## config.mk

```make
export PLATFORM = sky130hd
export DESIGN_NAME = video_vga_timing_gen
export DESIGN_NICKNAME = d
export VERILOG_FILES = /design/src/rtl/video_pkg.sv /design/src/rtl/video_delay_line.sv /design/src/rtl/video_vga_timing_gen.sv
export SDC_FILE = /design/constraint.sdc
export NUM_CORES = 1
export LEC_CHECK = 0
export ABC_AREA = 0
export BUFFER_PORTS_ARGS = -buffer_cell sky130_fd_sc_hd__buf_2
export CAP_MARGIN = 20
export CORE_MARGIN = 10
export CORE_UTILIZATION = 55
export DETAILED_ROUTE_END_ITERATION = 7
export GPL_TIMING_DRIVEN = 0
export PLACE_DENSITY_LB_ADDON = 0.25
export SYNTH_ARGS = -nofsm -noshare
export SYNTH_HDL_FRONTEND = slang
export SYNTH_SLANG_ARGS = --single-unit
```

## constraint.sdc

```tcl
create_clock -name clk -period 4.85 [get_ports clk]
set_clock_uncertainty 0.2 [all_clocks]
set_input_delay 0.7275 -clock clk [delete_from_list [all_inputs] [get_ports clk]]
set_output_delay 0.7275 -clock clk [all_outputs]
set_load 0.01 [all_outputs]
```

## src/rtl/video_pkg.sv

```systemverilog
// Shared video timing definitions: default 640x480@60 constants, colour and timing
// bundle types, and the frame/line total helper.
package video_pkg;

  localparam int unsigned VgaHActive      = 640;
  localparam int unsigned VgaHFrontPorch  = 16;
  localparam int unsigned VgaHSync        = 96;
  localparam int unsigned VgaHBackPorch   = 48;
  localparam int unsigned VgaVActive      = 480;
  localparam int unsigned VgaVFrontPorch  = 10;
  localparam int unsigned VgaVSync        = 2;
  localparam int unsigned VgaVBackPorch   = 33;
  localparam int unsigned ColorW          = 4;

  typedef struct packed {
    logic [ColorW-1:0] r;
    logic [ColorW-1:0] g;
    logic [ColorW-1:0] b;
  } rgb_t;

  // Raw (asserted = 1) timing flags carried down the pixel pipeline.
  typedef struct packed {
    logic hsync;
    logic vsync;
    logic active;
  } timing_t;

  function automatic int unsigned calc_total(input int unsigned active,
                                             input int unsigned front_porch,
                                             input int unsigned sync,
                                             input int unsigned back_porch);
    return active + front_porch + sync + back_porch;
  endfunction

endpackage

```

## src/rtl/video_delay_line.sv

```systemverilog
// Enable-gated shift register; each stage advances only when en_i is high.
module video_delay_line #(
  parameter int unsigned           WIDTH     = 1,
  parameter int unsigned           DEPTH     = 1,
  parameter logic [WIDTH-1:0]      RESET_VAL = '0
) (
  input  logic             clk,
  input  logic             rst_n,
  input  logic             en_i,
  input  logic [WIDTH-1:0] d_i,
  output logic [WIDTH-1:0] q_o
);

  if (DEPTH < 1) begin : g_depth_chk
    $error("video_delay_line: DEPTH must be at least 1");
  end

  logic [WIDTH-1:0] stage_q [DEPTH];
  logic [WIDTH-1:0] stage_d [DEPTH];

  always_comb begin
    stage_d = stage_q;
    if (en_i) begin
      stage_d[0] = d_i;
      for (int i = 1; i < DEPTH; i++) begin
        stage_d[i] = stage_q[i-1];
      end
    end
  end

  always_ff @(posedge clk or negedge rst_n) begin
    if (!rst_n) begin
      for (int i = 0; i < DEPTH; i++) begin
        stage_q[i] <= RESET_VAL;
      end
    end else begin
      stage_q <= stage_d;
    end
  end

  assign q_o = stage_q[DEPTH-1];

endmodule

```

## src/rtl/video_vga_timing_gen.sv

```systemverilog
// Parametrised VGA timing generator: x/y counters on a pixel enable, renderer strobes,
// and a pipeline-aligned RGB/sync output register.
module video_vga_timing_gen
  import video_pkg::*;
#(
  parameter int unsigned H_ACTIVE        = VgaHActive,
  parameter int unsigned H_FRONT_PORCH   = VgaHFrontPorch,
  parameter int unsigned H_SYNC          = VgaHSync,
  parameter int unsigned H_BACK_PORCH    = VgaHBackPorch,
  parameter int unsigned V_ACTIVE        = VgaVActive,
  parameter int unsigned V_FRONT_PORCH   = VgaVFrontPorch,
  parameter int unsigned V_SYNC          = VgaVSync,
  parameter int unsigned V_BACK_PORCH    = VgaVBackPorch,
  parameter logic        HSYNC_POL       = 1'b0,
  parameter logic        VSYNC_POL       = 1'b0,
  parameter int unsigned COLOR_W         = ColorW,
  parameter int unsigned PIPE_DELAY      = 2,
  parameter int unsigned PRERENDER_LINES = 1,
  parameter int unsigned CNT_W           = 10
) (
  input  logic                 clk,
  input  logic                 rst_n,
  input  logic                 pix_ce,
  input  logic                 display_en,
  input  logic [3*COLOR_W-1:0] border_rgb,
  input  logic [3*COLOR_W-1:0] palette_rgb_data,
  input  logic [CNT_W-1:0]     irq_line,
  input  logic                 irq_en,
  output logic [CNT_W-1:0]     display_line_idx,
  output logic                 next_frame,
  output logic                 next_line,
  output logic                 next_pixel,
  output logic                 vblank_pulse,
  output logic                 line_irq,
  output logic [7:0]           frame_cnt,
  output logic [COLOR_W-1:0]   vga_r,
  output logic [COLOR_W-1:0]   vga_g,
  output logic [COLOR_W-1:0]   vga_b,
  output logic                 vga_hsync,
  output logic                 vga_vsync
);

  localparam int unsigned H_TOTAL =
      calc_total(H_ACTIVE, H_FRONT_PORCH, H_SYNC, H_BACK_PORCH);
  localparam int unsigned V_TOTAL =
      calc_total(V_ACTIVE, V_FRONT_PORCH, V_SYNC, V_BACK_PORCH);

  if (H_TOTAL > (1 << CNT_W) || V_TOTAL > (1 << CNT_W)) begin : g_cnt_w_chk
    $error("video_vga_timing_gen: H_TOTAL/V_TOTAL do not fit in CNT_W bits");
  end
  if (PRERENDER_LINES >= V_TOTAL || PIPE_DELAY < 1) begin : g_param_chk
    $error("video_vga_timing_gen: bad PRERENDER_LINES or PIPE_DELAY");
  end

  localparam logic [CNT_W-1:0] XLast   = CNT_W'(H_TOTAL - 1);
  localparam logic [CNT_W-1:0] YLast   = CNT_W'(V_TOTAL - 1);
  localparam logic [CNT_W-1:0] YFrame  = CNT_W'(V_TOTAL - 1 - PRERENDER_LINES);
  localparam logic [CNT_W-1:0] YVblank = CNT_W'(V_ACTIVE - 1);
  // One extra bit so window ends equal to 2**CNT_W still compare correctly.
  localparam logic [CNT_W:0]   XActEnd = (CNT_W+1)'(H_ACTIVE);
  localparam logic [CNT_W:0]   HsStart = (CNT_W+1)'(H_ACTIVE + H_FRONT_PORCH);
  localparam logic [CNT_W:0]   HsEnd   = (CNT_W+1)'(H_ACTIVE + H_FRONT_PORCH + H_SYNC);
  localparam logic [CNT_W:0]   YActEnd = (CNT_W+1)'(V_ACTIVE);
  localparam logic [CNT_W:0]   VsStart = (CNT_W+1)'(V_ACTIVE + V_FRONT_PORCH);
  localparam logic [CNT_W:0]   VsEnd   = (CNT_W+1)'(V_ACTIVE + V_FRONT_PORCH + V_SYNC);

  logic [CNT_W-1:0]     x_q, x_d, y_q, y_d, line_idx_q, line_idx_d;
  logic [7:0]           frame_cnt_q, frame_cnt_d;
  logic [3*COLOR_W-1:0] rgb_q, rgb_d;
  logic                 hsync_q, hsync_d, vsync_q, vsync_d;
  logic [CNT_W:0]       x_ext, y_ext;
  logic                 h_last;
  timing_t              raw, dly;

  assign x_ext = {1'b0, x_q};
  assign y_ext = {1'b0, y_q};

  assign h_last       = pix_ce && (x_q == XLast);
  assign next_line    = h_last;
  assign next_frame   = h_last && (y_q == YFrame);
  assign vblank_pulse = h_last && (y_q == YVblank);
  assign line_irq     = irq_en && pix_ce && (x_ext == XActEnd) && (y_q == irq_line);
  assign next_pixel   = pix_ce;

  assign raw.hsync  = (x_ext >= HsStart) && (x_ext < HsEnd);
  assign raw.vsync  = (y_ext >= VsStart) && (y_ext < VsEnd);
  assign raw.active = (x_ext < XActEnd) && (y_ext < YActEnd);

  video_delay_line #(
    .WIDTH     ($bits(timing_t)),
    .DEPTH     (PIPE_DELAY),
    .RESET_VAL ('0)
  ) u_timing_dly (
    .clk   (clk),
    .rst_n (rst_n),
    .en_i  (pix_ce),
    .d_i   (raw),
    .q_o   (dly)
  );

  always_comb begin
    x_d         = x_q;
    y_d         = y_q;
    line_idx_d  = line_idx_q;
    frame_cnt_d = frame_cnt_q;
    rgb_d       = rgb_q;
    hsync_d     = hsync_q;
    vsync_d     = vsync_q;
    if (pix_ce) begin
      x_d = h_last ? '0 : x_q + 1'b1;
      if (h_last) begin
        y_d = (y_q == YLast) ? '0 : y_q + 1'b1;
      end
      if (!dly.active) begin
        rgb_d = '0;
      end else if (display_en) begin
        rgb_d = palette_rgb_data;
      end else begin
        rgb_d = border_rgb;
      end
      hsync_d = dly.hsync ? HSYNC_POL : ~HSYNC_POL;
      vsync_d = dly.vsync ? VSYNC_POL : ~VSYNC_POL;
    end
    if (next_line) begin
      line_idx_d = next_frame ? '0 : line_idx_q + 1'b1;
    end
    if (vblank_pulse) begin
      frame_cnt_d = frame_cnt_q + 8'd1;
    end
  end

  always_ff @(posedge clk or negedge rst_n) begin
    if (!rst_n) begin
      x_q         <= '0;
      y_q         <= '0;
      line_idx_q  <= '0;
      frame_cnt_q <= '0;
      rgb_q       <= '0;
      hsync_q     <= ~HSYNC_POL;
      vsync_q     <= ~VSYNC_POL;
    end else begin
      x_q         <= x_d;
      y_q         <= y_d;
      line_idx_q  <= line_idx_d;
      frame_cnt_q <= frame_cnt_d;
      rgb_q       <= rgb_d;
      hsync_q     <= hsync_d;
      vsync_q     <= vsync_d;
    end
  end

  assign display_line_idx = line_idx_q;
  assign frame_cnt        = frame_cnt_q;
  assign vga_r            = rgb_q[3*COLOR_W-1 -: COLOR_W];
  assign vga_g            = rgb_q[2*COLOR_W-1 -: COLOR_W];
  assign vga_b            = rgb_q[COLOR_W-1 -: COLOR_W];
  assign vga_hsync        = hsync_q;
  assign vga_vsync        = vsync_q;

endmodule

```

After elaboration in Yosys (flattened, before gate mapping)
Index checks and enable logic that the tools add are counted.
{"block": "totals", "in_bits": 39, "elab_cells": 42, "register_bits": 58}
{"block": "op_classes", "n_reduce_logical": 10, "mux": 7, "eq_ne": 6, "n_lt_le_gt_ge": 6, "n_addsub": 4}
{"cell": "equality test 10 bit (second input constant)", "n": 4}
{"cell": "adder 10 x 1 -> 10 bit (second input constant)", "n": 3}
{"cell": "2-to-1 mux 10 bit", "n": 3}
{"cell": "2-to-1 mux 12 bit", "n": 2}
{"cell": "less-than comparator 10 bit (second input constant)", "n": 2}
{"cell": "less-than comparator 10 x 9 -> 1 bit (second input constant)", "n": 2}
{"cell": "equality test 10 bit", "n": 1}
{"cell": "equality test 10 x 9 -> 1 bit (second input constant)", "n": 1}
{"cell": ">= comparator 10 bit (second input constant)", "n": 1}
{"cell": ">= comparator 10 x 9 -> 1 bit (second input constant)", "n": 1}
{"cell": "logical AND 1 bit", "n": 9}
{"cell": "adder 8 x 1 -> 8 bit (second input constant)", "n": 1}
{"cell": "2-to-1 mux 1 bit", "n": 2}
{"cell": "AND reduction 2 bit", "n": 1}

Longest topological paths before layout
{"block": "depth", "depth_word": 4, "depth_mapped": 7, "mapped_depth_nobuf": 6}

Modules after synthesis
Synthesis repeated with hierarchy kept, for this count alone.
{"block": "unflattened", "cells_unflattened": 298, "area_unflattened_um2": 3075.4}
{"mod": "video_vga_timing_gen", "area_per_inst_um2": 2801.4, "n_inst": 1, "cells_each": 282, "seq_area_each_um2": 1303.8}
{"mod": "video_delay_line", "area_per_inst_um2": 274.0, "n_inst": 1, "cells_each": 16, "seq_area_each_um2": 150.1}

Worst setup path before layout
Ideal clock, no wire load.
{"block": "synth_path", "path_kind": "in2out", "startpoint": "input port pix_ce", "endpoint": "output port line_irq", "path_stages": 4, "required_time_ps": 3923, "t_arrival_ps": 1720, "path_slack_ps": 2203, "cell_sequence": "clkbuf_1 nor4b_1 nand4_1 nor4_1"}
{"block": "synth_between", "elab_chain_len": 3}
{"item": "start, declared", "line": "video_vga_timing_gen.sv:23", "text": "input logic pix_ce,"}
{"item": "logical AND 1 bit (3 in a row)", "line": "video_vga_timing_gen.sv:82", "text": "assign line_irq = irq_en && pix_ce && (x_ext == XActEnd) && (y_q == irq_line);"}
{"item": "end, declared", "line": "video_vga_timing_gen.sv:34", "text": "output logic line_irq,"}
Every way passes these cells.

Worst setup path in the final report
Same ends and word-level chain as after synthesis.

==> results.yml <==
drt:
  drc: 0
  first_pass_iters: 4
  wl_per_cell_um: 15.9
  drt_iter0_markers: 251
  vias: 2535
  wl_mm: 7.24
  via_per_inst: 5.56
  ant_nets: 0
outcome:
  outcome: "complete, no violations"
timing:
  finalSetupTns_ps: 0
  fmax_mhz: 323
  period_share_pct: 63.9
  period_minus_slack_ps: 3100
  setup_viol: 0
  rsz0062_at_grt: "false"
  hold_violations: 0
  setup_slack_ps: 1750
  hold-worst-slack_ps: 120
  worst_pin_slew_ps: 709
  relSlewSlack_pct: 52.7
  slew_violations: 0
final_layout:
  drive_gt1_share_pct: 30.5
  fin_cells: 456
  area_delta_synth_final_pct: 22.5
  num_antenna_cells: 0
  nets: 425
clock_network:
  cts-buffers-inserted: 9
  holdBufCountCts: 0
  root_buffer: "clkbuf_8"
  cts_resized: 0
  cts_max_level: 3
  cts_setup_buffers: 0
  cts.sinks: 58
  clkTransAtPathRegs_ps: 70
  clock_latency_ps: 340
  cts_tree: "built"
  clk_path_buf_depth: 2
logic_synthesis:
  async_flop_share_pct: 100
  synthDistinctLibCells: 46
  ys.flop_type: "dfrtp_1"
  yosys_warnings: 0
  yosysMostFrequentCell: "dfrtp_1"
  synthTopCellsByCount: "dfrtp_1, inv_1, xnor2_1, mux2i_1"
  yosysSeqAreaShare_pct: 46.9
  synth_edf_count: 0
  synth_seq_cells: 58
  synthTopCellsByArea: "dfrtp_1, xnor2_1, mux2i_1"
  syn_nets: 338
  synth_top_area_share_pct: 45.3
  syn_inst: 292
  synth.avg_cell_area_sq_um: 10.6
  synth_area_sq_mm: 0.00310
  synth_area_leader_cell: "dfrtp_1"
power_and_ir_drop:
  p_sw_share_pct: 27.0
  power_frac_comb_pct: 16.8
  seq_power_share_pct: 44.5
  powerDensity_mw_per_mm2: 327
  ir_drop_mv: 0.165
  p_sw_mw: 0.335
  p_int_mw: 0.904
  p_leak_nw: 1.85
  total_power_mw: 1.24
  power_frac_clock_pct: 38.7
floorplanning:
  placementRows: 27
  dieHeight_um: 95.0
  die_area_sq_mm: 0.00903
  pin_count: 76
  die_x_um: 95.0
  coreArea_sq_mm: 0.00547
  start_util_pct: 56.6
worst_hold_path:
  hp-class: "input port to asynchronous set/reset pin"
worst_setup_path:
  crit_buf_inv: 3
  path_delay_family: "simple AND/OR/NAND/NOR gates"
  cpMostUsedCell: "buf_2"
  r2r_cells: 6
  r2r_end: "frame_cnt[1]$_DFFE_PN0P_"
  worst_setup_path_end_kind: "output pin"
  cp_max_fo: 10
  worstSetupStartpointType: "input port"
  cp_cell_sequence: "buf_2 -> clkbuf_1 -> nor4b_1 -> nand4_1 -> nor4_1 -> buf_2"
  worstSetupPathType: "input port to output pin"
  crit_start: "pix_ce"
  crit_slowest_cell: "clkbuf_1"
  critPathMaxStageDelay_ps: 390
  cp_num_cells: 6
  crit_required_ps: 3920
  crit_path_end: "line_irq"
  rr_startpoint: "x_q[0]$_DFFE_PN0P_"
  rrSetupSlack_ps: 2680
  arrival_ps: 2170
global_routing:
  antenna_found_initial: 0
  grt_pass1_vias: 2484
  grt.total_usage_pct: 16.9
  grt_pass1_wl_mm: 12.1
  grt_max_degree: 42
  grt_remaining_overflow: 0
placement:
  dp_cells: 440
  gp_congestion: 0.845
  portBuffers: 75
  dp_slack_ps: 1800
  hpwl_mm: 5.39
flow_run:
  cap_violations: 0
[per-layer routing]
metal | wire (um) | GRT usage, % | part of all wire, %
met4 | 85 | 6.36 | 1.2
met3 | 540 | 5.81 | 7.5
met1 | 3130 | 22.2 | 43
met2 | 3490 | 25.1 | 48
met5 | 0 | 0 | 0
[flip-flops by register name, indices dropped and copies added (netlist names)]
register,count
display_line_idx,10
u_timing_dly.q_o,3
u_timing_dly.stage_q,3
y_q,10
rgb_q,12
vga_hsync,1
vga_vsync,1
frame_cnt,8
x_q,10
[area by class of cell]
type	instances	area [sq um]
well taps	72	90.1
clock buffers	11	131
plain buffers	15	85.1
flip-flops and latches	58	1450
multi-input cells	195	1470
fillers	431	1680
clock inverters	5	80.1
inverters	24	90.1
repair buffers	76	395
[metrics by stage]
stage	utilization (%)	cell area, sq um
2_1_floorplan	-	3100
3_3_place_gp	65.1	3560
3_5_place_dp	65.5	3580
4_1_cts	69.3	3790
5_1_grt	69.3	3790
6_report	69.3	3790
[worst min path at each step]
stage	startpoint	end
3_5_place_dp	u_timing_dly.q_o[2]$_DFFE_PN0P_	vga_hsync$_DFFE_PN1P_
4_1_cts	rst_n	x_q[7]$_DFFE_PN0P_
6_report	rst_n	x_q[7]$_DFFE_PN0P_
2_1_floorplan	u_timing_dly.q_o[2]$_DFFE_PN0P_	vga_hsync$_DFFE_PN1P_
3_3_place_gp	u_timing_dly.q_o[1]$_DFFE_PN0P_	vga_vsync$_DFFE_PN1P_
5_1_grt	rst_n	x_q[7]$_DFFE_PN0P_
[power groups by stage]
| stage | Combinational [mW] | Sequential, mW | Clock, mW |
|---|---|---|---|
| after floorplan | 0.135 | 0.560 | 0 |
| after global routing | 0.236 | 0.557 | 0.516 |
| after CTS | 0.209 | 0.551 | 0.491 |
| after detailed placement | 0.209 | 0.559 | 0 |
| after global placement | 0.202 | 0.557 | 0 |
| final | 0.208 | 0.552 | 0.480 |
[cell usage in the layout (no fill, tap or decap), types with 2 or more instances in the layout]
cell type | Yosys | final
a21oi_1 | 6 | 6
and3_1 | 7 | 7
and4_1 | 5 | 5
buf_1 | 3 | 3
buf_2 | 1 | 76
buf_4 | 3 | 3
buf_6 | 2 | 2
bufinv_16 | 0 | 2
clkbuf_1 | 5 | 7
clkbuf_8 | 0 | 9
clkinvlp_4 | 0 | 2
dfrtp_1 | 56 | 56
dfstp_2 | 2 | 2
ha_1 | 7 | 7
inv_1 | 23 | 23
mux2_2 | 6 | 6
mux2i_1 | 16 | 16
nand2_1 | 12 | 12
nand3_1 | 15 | 15
nand4_1 | 15 | 15
nand4b_1 | 3 | 3
nor2_1 | 11 | 11
nor3_1 | 4 | 4
nor4_1 | 3 | 3
nor4b_1 | 3 | 3
nor4b_4 | 2 | 2
nor4bb_1 | 2 | 2
o21ai_0 | 15 | 15
o22ai_1 | 12 | 12
o31ai_1 | 3 | 3
or3_1 | 3 | 3
xnor2_1 | 21 | 21
xor2_1 | 10 | 10
[logic make-up after synthesis]
group | synth area share, %
and+or+nand+nor | 20.8
DFF | 46.9
buffers and inverters | 5.66
AOI/OAI and AO/OA | 7.11
xor gates and xnor gates | 8.77
muxes | 7.84
adders and majority gates | 2.83
[worst register-to-register path: stages (launching register included)]
cell and delay (ps):
dfrtp_1 410, ha_1 210, and4_1 190, buf_4 180
nand4_4 170, nor4b_4 390, mux2_4 330
Note: power is estimated with default switching activity, not from simulation.
